===== src/rtl/vector_out_pkg.sv =====
// rtl/vector_out_pkg.sv - shared sizes, lane/vector types and FSM states for the vector output serializer
package vector_out_pkg;

   localparam int VECTOR_SIZE  = 6;
   localparam int OUTPUT_WIDTH = 8;
   localparam int FIFO_DEPTH   = 8;

   localparam int PTR_W   = $clog2(FIFO_DEPTH);
   localparam int LEVEL_W = $clog2(FIFO_DEPTH + 1);
   localparam int IDX_W   = $clog2(VECTOR_SIZE);

   typedef logic [OUTPUT_WIDTH-1:0] lane_t;
   typedef lane_t [VECTOR_SIZE-1:0] vec_t;

   typedef enum logic {
      IDLE,
      SEND
   } ser_state_e;

   localparam logic [IDX_W-1:0] LAST_LANE = IDX_W'(VECTOR_SIZE - 1);

   function automatic logic [15:0] sat_inc16(input logic [15:0] v);
      return (v == 16'hFFFF) ? v : v + 16'd1;
   endfunction

endpackage


===== src/rtl/vector_output_serializer_if.sv =====
// rtl/vector_output_serializer_if.sv - CPU result input, byte stream output and status of the serializer
interface vector_output_serializer_if;
   import vector_out_pkg::*;

   logic [VECTOR_SIZE*OUTPUT_WIDTH-1:0] in_data;
   logic                                in_valid;
   lane_t                               byte_data;
   logic                                byte_valid;
   logic                                byte_ready;
   logic                                byte_last;
   logic [LEVEL_W-1:0]                  fifo_level;
   logic                                overflow;
   logic [15:0]                         drop_count;

   modport master (
      output in_data, in_valid, byte_ready,
      input  byte_data, byte_valid, byte_last, fifo_level, overflow, drop_count
   );

   modport slave (
      input  in_data, in_valid, byte_ready,
      output byte_data, byte_valid, byte_last, fifo_level, overflow, drop_count
   );

endinterface


===== src/rtl/vector_out_fifo.sv =====
// rtl/vector_out_fifo.sv - whole-vector FIFO with show-ahead read and separate level counter
module vector_out_fifo
   import vector_out_pkg::*;
(
   input  logic               clock,
   input  logic               reset,
   input  logic               push,
   input  logic               pop,
   input  vec_t               wr_data,
   output vec_t               rd_data,
   output logic               full,
   output logic               empty,
   output logic [LEVEL_W-1:0] level
);

   vec_t             mem [FIFO_DEPTH];
   logic [PTR_W-1:0] wr_ptr;
   logic [PTR_W-1:0] rd_ptr;

   // Storage needs no reset; only pointers and level define what is valid.
   always_ff @(posedge clock) begin
      if (push) begin
         mem[wr_ptr] <= wr_data;
      end
   end

   always_ff @(posedge clock or posedge reset) begin
      if (reset) begin
         wr_ptr <= '0;
         rd_ptr <= '0;
         level  <= '0;
      end else begin
         if (push) wr_ptr <= wr_ptr + 1'b1;
         if (pop)  rd_ptr <= rd_ptr + 1'b1;
         if (push && !pop) begin
            level <= level + 1'b1;
         end else if (pop && !push) begin
            level <= level - 1'b1;
         end
      end
   end

   assign rd_data = mem[rd_ptr];
   assign full    = (level == LEVEL_W'(FIFO_DEPTH));
   assign empty   = (level == '0);

endmodule


===== src/rtl/vector_output_serializer.sv =====
// rtl/vector_output_serializer.sv - buffers CPU result vectors and streams them out one lane byte at a time
// Optional drop counter enabled by OUTSER_DROP_COUNT_EN.
module vector_output_serializer
   import vector_out_pkg::*;
(
   input  logic                      clock,
   input  logic                      reset,
   vector_output_serializer_if.slave bus
);

   ser_state_e       state;
   ser_state_e       state_n;
   logic [IDX_W-1:0] lane_idx;
   logic [IDX_W-1:0] lane_idx_n;
   vec_t             cur_vec;
   vec_t             cur_vec_n;
   vec_t             in_vec;
   vec_t             rd_data;
   logic             pop;
   logic             push;
   logic             drop;
   logic             full;
   logic             empty;
   logic             overflow_q;

   assign in_vec = bus.in_data;

   // A pop in the same cycle frees the slot, so a full FIFO still accepts.
   assign push = bus.in_valid && (!full || pop);
   assign drop = bus.in_valid && full && !pop;

   vector_out_fifo u_fifo (
      .clock   (clock),
      .reset   (reset),
      .push    (push),
      .pop     (pop),
      .wr_data (in_vec),
      .rd_data (rd_data),
      .full    (full),
      .empty   (empty),
      .level   (bus.fifo_level)
   );

   always_ff @(posedge clock or posedge reset) begin
      if (reset) begin
         state    <= IDLE;
         lane_idx <= '0;
         cur_vec  <= '0;
      end else begin
         state    <= state_n;
         lane_idx <= lane_idx_n;
         cur_vec  <= cur_vec_n;
      end
   end

   always_comb begin
      state_n    = state;
      lane_idx_n = lane_idx;
      cur_vec_n  = cur_vec;
      pop        = 1'b0;
      case (state)
         IDLE: begin
            if (!empty) begin
               pop        = 1'b1;
               cur_vec_n  = rd_data;
               lane_idx_n = '0;
               state_n    = SEND;
            end
         end
         SEND: begin
            if (bus.byte_ready) begin
               if (lane_idx != LAST_LANE) begin
                  lane_idx_n = lane_idx + 1'b1;
               end else if (!empty) begin
                  // Back-to-back vectors: reload without an idle cycle.
                  pop        = 1'b1;
                  cur_vec_n  = rd_data;
                  lane_idx_n = '0;
               end else begin
                  lane_idx_n = '0;
                  state_n    = IDLE;
               end
            end
         end
         default: state_n = IDLE;
      endcase
   end

   assign bus.byte_valid = (state == SEND);
   assign bus.byte_data  = (state == SEND) ? cur_vec[lane_idx] : '0;
   assign bus.byte_last  = (state == SEND) && (lane_idx == LAST_LANE);

   always_ff @(posedge clock or posedge reset) begin
      if (reset) begin
         overflow_q <= 1'b0;
      end else if (drop) begin
         overflow_q <= 1'b1;
      end
   end

   assign bus.overflow = overflow_q;

`ifdef OUTSER_DROP_COUNT_EN
   logic [15:0] drop_cnt_q;

   always_ff @(posedge clock or posedge reset) begin
      if (reset) begin
         drop_cnt_q <= '0;
      end else if (drop) begin
         drop_cnt_q <= sat_inc16(drop_cnt_q);
      end
   end

   assign bus.drop_count = drop_cnt_q;
`else
   assign bus.drop_count = '0;
`endif

endmodule


===== src/flat_wrapper.sv =====
// flat-port wrapper written by rule: the top's interface ports become plain ports
module vector_output_serializer_flat import vector_out_pkg::*;
  (clock, reset, bus_in_data, bus_in_valid, bus_byte_ready, bus_byte_data, bus_byte_valid, bus_byte_last, bus_fifo_level, bus_overflow, bus_drop_count);
  vector_output_serializer_if bus_i ();
  input  logic clock;
  input  logic reset;
  input wire logic [$bits(bus_i.in_data)-1:0] bus_in_data;
  input wire logic [$bits(bus_i.in_valid)-1:0] bus_in_valid;
  input wire logic [$bits(bus_i.byte_ready)-1:0] bus_byte_ready;
  output wire logic [$bits(bus_i.byte_data)-1:0] bus_byte_data;
  output wire logic [$bits(bus_i.byte_valid)-1:0] bus_byte_valid;
  output wire logic [$bits(bus_i.byte_last)-1:0] bus_byte_last;
  output wire logic [$bits(bus_i.fifo_level)-1:0] bus_fifo_level;
  output wire logic [$bits(bus_i.overflow)-1:0] bus_overflow;
  output wire logic [$bits(bus_i.drop_count)-1:0] bus_drop_count;
  assign bus_i.in_data = bus_in_data;
  assign bus_i.in_valid = bus_in_valid;
  assign bus_i.byte_ready = bus_byte_ready;
  assign bus_byte_data = bus_i.byte_data;
  assign bus_byte_valid = bus_i.byte_valid;
  assign bus_byte_last = bus_i.byte_last;
  assign bus_fifo_level = bus_i.fifo_level;
  assign bus_overflow = bus_i.overflow;
  assign bus_drop_count = bus_i.drop_count;
  vector_output_serializer u_core (.clock(clock), .reset(reset), .bus(bus_i));
endmodule

===== config.mk =====
export PLATFORM = sky130hd
export DESIGN_NAME = vector_output_serializer_flat
export DESIGN_NICKNAME = d
export VERILOG_FILES = /design/src/rtl/vector_out_pkg.sv /design/src/rtl/vector_output_serializer_if.sv /design/src/rtl/vector_out_fifo.sv /design/src/rtl/vector_output_serializer.sv /design/src/flat_wrapper.sv
export SDC_FILE = /design/constraint.sdc
export NUM_CORES = 1
export LEC_CHECK = 0
export ABC_AREA = 1
export BUFFER_PORTS_ARGS = -buffer_cell sky130_fd_sc_hd__buf_2
export CAP_MARGIN = 25
export CORE_MARGIN = 2
export CORE_UTILIZATION = 25
export CTS_CLUSTER_SIZE = 14
export DETAILED_ROUTE_END_ITERATION = 12
export HOLD_SLACK_MARGIN = 0.06
export SYNTH_ARGS = -nofsm -noshare
export SYNTH_HDL_FRONTEND = slang
export SYNTH_SLANG_ARGS = --single-unit

===== constraint.sdc =====
create_clock -name clock -period 3.6 [get_ports clock]
set_input_delay 0.18 -clock clock [delete_from_list [all_inputs] [get_ports clock]]
set_output_delay 0.18 -clock clock [all_outputs]
set_load 0.1 [all_outputs]

==> results.md, run 1 <==
| Metric | This run |
|:---|:---|
| Count of endpoints failing setup in the final report | 0 |
| HPWL after detailed placement | 27800 um |
| Proportion of layout cells with a drive suffix above 1 | 8.57% |
| Final number of hold-violating endpoints | 0 |
| IR drop worst, VDD | 871 uV |
| Initial DRC Count | 1005 |
| Area growth from synthesis to layout | 17.2% |
| Initial core utilization | 25.3% |
| Synthesized flop and latch total | 447 |
| Startpoint type of the worst setup path | flip-flop |
| Chip width | 284 um |
| Total core area | 0.0776 mm2 |
| Antenna violations before repair | 1 |
| Sum of routed wire length over all layers | 47700 um |
| Final antenna-violating net count | 0 |
| Area of the die | 0.0807 mm2 |
| Critical path arrival | 2.95 ns |
| Setup Total Neg Slack | 0 ns |
| Final global-route overflow total | 0 |
| Max-cap violations | 0 |
| Reg2reg start | u_core.lane_idx[1]$_DFFE_PP0P_ |
| Period minus WS final | 3.13 ns |
| Worst setup path class | flip-flop to output pin |
| Most common cell after layout, fill and taps aside | nand2_1 |
| PD cells | 761 mW/mm2 |
| Start point of the critical path | u_core.lane_idx[2]$_DFFE_PP0P_ |
| Leading post-synthesis cells by cell area | edfxtp_1 59%, nand2_1 11%, nand3_1 9.0% |
| H-tree levels | 2 |
| Via/cell ratio | 4.12 |
| Fin cells | 3141 |
| End-of-flow core utilization | 29.6% |
| Crit share post-route | 86.8% |
| Number of remaining DRC errors | 0 |
| Slew @ Worst Pin | 1.14 ns |
| GP Congestion | 0.800 |
| Library cell with the largest summed area after synthesis | edfxtp_1 |
| Post-synthesis cell count | 1971 |
| Area of all placed cells without fillers | 0.0230 mm2 |
| Slew headroom | 24.1% |
| Status | finished, final reports clean |
| Most frequent cells in the layout | 570 x nand2_1, 415 x inv_1, 384 x edfxtp_1 |
| Worst Hold Class | primary input to asynchronous set/reset pin |
| Via count of the first global-routing pass | 12.6k |
| Synth Area per Inst | 9.96 um2 |
| CTS Buf Count | 42 |
| Final Max Tran Viols | 0 |
| Clock latency on the worst-skew pair | 0.55 ns |
| Clock Sink Count | 447 |
| Area of the mapped netlist | 0.0196 mm2 |
| Total placed cells including tap cells | 3012 |
| Post-cts gate resize count | 0 |
| Clock root buffer | clkbuf_16 |
| Sequential share of the synthesized area | 66.8% |
| Clock slew at the register clock pins of the worst setup and hold paths | 0.07 ns |
| WP data required | 3.42 ns |
| Area share of the largest cell type after synthesis | 58.8% |
| Total leakage power | 0.0101 uW |
| Highest fanout seen on the critical path | 11 |
| WL/cell | 15.2 um |
| Count of unique library cells instantiated by Yosys | 28 |
| Number of warnings issued by yosys | 0 |
| Buffers added on ports | 66 |
| Overall routing resource usage | 11.8% |
| Fill cell instance count of the final layout | 8004 |
| Placement Rows | 102 |
| Clock tree from TritonCTS | yes |
| Placed standard-cell area | 0.0211 mm2 |
| Kind of end point of the critical path | output pin |
| Final layout net count | 2126 |
| Maximum root-to-sink buffer count | 3 |
| # diodes | 0 |
| Pin count of the biggest net entering global routing | 194 |
| F_max | 320 MHz |
| Via total after detailed routing | 12.9k |
| Number of iterations in the first detailed-routing pass | 7 |
| Post-CTS Setup Bufs | 0 |
| Count of boundary I/O pins | 83 |
| Vertical die dimension | 284 um |
| First-pass GRT wire length | 74700 um |
| Final Skew | 0.0137 ns |
| Hold-fix buffers, CTS | 51 |
| RSZ-0062 raised after global routing | false |
## final cells by class
type	count	area [um2]	area share (%)
flip-flops and latches	447	13100	57.0
repair buffers	147	1190	5.18
multi-input cells	1008	4470	19.4
well taps	1040	1300	5.66
clock inverters	10	43.8	0.190
clock buffers	67	1290	5.61
inverters	422	1590	6.91
## sequential cells by signal, indices dropped and copies added, names as in the netlist
register	cells
u_core.u_fifo.rd_ptr	3
u_core.u_fifo.level	4
u_core.bus.byte_valid	1
u_core.bus.overflow	1
u_core.u_fifo.mem	384
u_core.cur_vec	48
u_core.lane_idx	3
u_core.u_fifo.wr_ptr	3
## cell families after synthesis
family,after synthesis,share of synthesized area (%)
adders and majority gates,6,0.421
other,1,0.0191
AOI/OAI and AO/OA,30,0.912
and+or+nand+nor,951,20.6
DFF,447,66.8
xor gates and xnor gates,5,0.223
buffers and inverters,531,11.0
## metrics by stage
step	hold slack [ns]	power, uW	setup WS (ns)
2_1_floorplan	0.279	11500	-0.463
3_3_place_gp	0.460	13200	0.635
3_5_place_dp	0.458	13300	0.721
4_1_cts	0.412	17700	0.477
5_1_grt	0.0838	18600	0.233
6_report	0.0832	17500	0.474
## path summary, 6_finish.rpt
kind / to / slack [ns] / cells after the start
max: bus_byte_data[1] / 0.47 / 5
min: u_core.u_fifo.level[3]$_DFFE_PP0P_ / 0.08 / 3
max reg2reg: u_core.u_fifo.level[3]$_DFFE_PP0P_ / 0.65 / 14
min reg2reg: u_core.cur_vec[0]$_DFFE_PP0P_ / 0.48 / 2
max in group asynchronous: u_core.u_fifo.rd_ptr[1]$_DFFE_PP0N_ / 2.70 / 5
min in group clock: u_core.u_fifo.mem[3][26]$_DFFE_PP_ / 0.43 / 2
## cell usage after synthesis
master / number
nand2_2: 1
a31oi_1: 1
inv_1: 417
edfxtp_1: 384
o211ai_1: 9
xor2_1: 2
buf_1: 1
nand3b_1: 1
buf_2: 58
inv_2: 4
nand3_1: 352
or2_2: 8
nand4_1: 1
clkinv_1: 1
ha_1: 5
o21bai_1: 2
o21ai_0: 7
nor2_1: 17
fa_1: 1
nand2_1: 570
a21oi_1: 10
conb_1: 1
dfrtp_1: 63
o21ai_1: 1
xnor2_1: 3
nor4_1: 1
buf_4: 26
clkbuf_1: 24
## power by group
| group | switching [uW] | internal, uW |
|---|---|---|
| logic | 4510 | 1620 |
| clock network | 1870 | 2450 |
| registers | 470 | 6580 |
## layer usage
metal  global-route usage (%)  up-vias  wire, um  part of all wire [%]
li1                         -     6399         -                     -
met1                     16.1     6146     22100                    46
met2                     19.2      325     22000                    46
met3                     1.89       70      2480                   5.2
met4                     3.53        2      1090                   2.3
met5                        0        -        11                 0.023
## worst max-delay path, stage by stage (launching register included)
cell	delay (ns)
dfrtp_1	0.39
inv_1	0.19
nor2_1	0.55
o211ai_1	0.19
a21oi_1	0.52
buf_2	0.54
No activity file was read; power rests on OpenSTA's default activity.
==> run 2: changes to the inputs <==
- CORE_ASPECT_RATIO: not set -> 2
- CORE_MARGIN: 2 -> not set
==> results.md, run 2 (synthesis results as in run 1) <==
| Metric | This run |
|:---|:---|
| Status | finished, final reports clean |
| Maximum root-to-sink buffer count | 3 |
| WL/cell | 15.7 um |
| Footprint of the flip-flops and latches | 0.0131 mm2 |
| Via count of the first global-routing pass | 12.8k |
| PD cells | 754 mW/mm2 |
| Initial core utilization | 25.2% |
| Placed standard-cell area | 0.0211 mm2 |
| Count of endpoints failing setup in the final report | 0 |
| Post-cts gate resize count | 0 |
| Total core area | 0.0778 mm2 |
| Initial DRC Count | 812 |
| Most flop-heavy register | u_core.u_fifo.mem |
| Crit share post-route | 83.2% |
| HPWL after detailed placement | 28700 um |
| Vertical die dimension | 398 um |
| Final antenna-violating net count | 0 |
| Total placed cells including tap cells | 3000 |
| Worst hold margin | 0.0972 ns |
| Flip-flop count of the largest register after layout | 384 |
| First-pass GRT wire length | 75100 um |
| Clock latency on the worst-skew pair | 0.56 ns |
| H-tree levels | 2 |
| Setup Total Neg Slack | 0 ns |
| Area growth from synthesis to layout | 16.2% |
| Clock root buffer | clkbuf_16 |
| Area of all placed cells without fillers | 0.0228 mm2 |
| Chip width | 200 um |
| Count of boundary I/O pins | 83 |
| Fin cells | 3122 |
| Highest fanout seen on the critical path | 11 |
| Regs by FF count | u_core.u_fifo.mem x384, u_core.cur_vec x48, u_core.u_fifo.level x4 |
| Max-cap violations | 0 |
| Overall routing resource usage | 12.5% |
| Critical path arrival | 2.82 ns |
| Post-CTS Setup Bufs | 0 |
| Pin count of the biggest net entering global routing | 158 |
| Most common cell after layout, fill and taps aside | nand2_1 |
| Total leakage power | 0.00999 uW |
| Kind of end point of the critical path | output pin |
| IR drop worst, VDD | 774 uV |
| Final Max Tran Viols | 0 |
| CTS Buf Count | 39 |
| Placement Rows | 145 |
| Via total after detailed routing | 13.1k |
| Number of iterations in the first detailed-routing pass | 5 |
| Final number of hold-violating endpoints | 0 |
| Total area of multi-input combinational cells | 0.00447 mm2 |
| Fill cell instance count of the final layout | 7989 |
| Period minus WS final | 3.00 ns |
| Clock tree from TritonCTS | yes |
| Via/cell ratio | 4.19 |
| Min setup slack post-route | 0.604 ns |
| Final global-route overflow total | 0 |
| Worst setup path class | flip-flop to output pin |
| Clock slew at the register clock pins of the worst setup and hold paths | 0.07 ns |
| RSZ-0062 raised after global routing | false |
| Slew @ Worst Pin | 0.859 ns |
| Antenna violations before repair | 2 |
| Post-placement worst setup slack | 0.694 ns |
| Startpoint type of the worst setup path | flip-flop |
| Clock Sink Count | 447 |
| F_max | 334 MHz |
| Final layout net count | 2120 |
| Worst Hold Class | primary input to flip-flop |
| Slew headroom | 42.7% |
| Number of remaining DRC errors | 0 |
| Area of the die | 0.0797 mm2 |
| WP data required | 3.42 ns |
| Sum of routed wire length over all layers | 49100 um |
| GP Congestion | 0.781 |
| Proportion of layout cells with a drive suffix above 1 | 8.08% |
| Most frequent cells in the layout | 570 x nand2_1, 415 x inv_1, 384 x edfxtp_1 |
| Buffers added on ports | 66 |
| Final Skew | 0.0246 ns |
-- run 2: final timing paths --
path | start | end | slack, ns | cells past startpoint
max in group asynchronous | reset | u_core.cur_vec[20]$_DFFE_PP0P_ | 2.14 | 5
min | bus_byte_ready | u_core.bus.byte_valid$_DFF_PP0_ | 0.1 | 4
min reg2reg | u_core.cur_vec[36]$_DFFE_PP0P_ | u_core.cur_vec[36]$_DFFE_PP0P_ | 0.48 | 2
min in group asynchronous | reset | u_core.cur_vec[43]$_DFFE_PP0P_ | 0.36 | 3
max | u_core.lane_idx[2]$_DFFE_PP0P_ | bus_byte_data[7] | 0.60 | 5
max reg2reg | u_core.lane_idx[1]$_DFFE_PP0P_ | u_core.u_fifo.level[3]$_DFFE_PP0P_ | 0.67 | 14
-- run 2: routing by layer --
layer	vias to the layer above	global-route usage (%)	wire (um)
li1	6386	-	-
met1	6251	14.0	19000
met2	326	22.7	25600
met3	120	1.63	2050
met4	2	6.88	2460
met5	-	0	17
-- run 2: metrics by stage --
stage / utilization [%] / total power [uW]
3_3_place_gp: 27.1 / 13200
4_1_cts: 29.3 / 17400
2_1_floorplan: - / 11500
5_1_grt: 29.3 / 18200
6_report: 29.3 / 17200
3_5_place_dp: 27.1 / 13300
-- run 2: area by class of cell --
class	count	area share, %
flip-flops and latches	447	57.5
multi-input cells	1008	19.6
repair buffers	144	5.00
clock buffers	68	5.17
clock inverters	3	0.0878
well taps	1029	5.64
inverters	422	6.97
diodes	1	0.0110
-- run 2: worst max-delay path, stage by stage, from the launching register on --
cell      delay, ns
dfrtp_1        0.39
inv_1          0.18
nor2_1         0.57
o211ai_1       0.27
a21oi_1        0.35
buf_2          0.50
-- run 2: where the power goes --
group	internal (uW)	total, uW	switching [uW]	leakage (uW)
registers	6580	7140	555	0.00427
logic	1600	5990	4390	0.00515
clock network	2220	4080	1850	0.000571
total	10400	17200	6800	0.00999
-- run 2: timing repair --
item                                    in CTS  in global routing
hold buffers                                50                  0
endpoints found under the hold margin      415                  0
endpoints found under the setup margin       0                  0
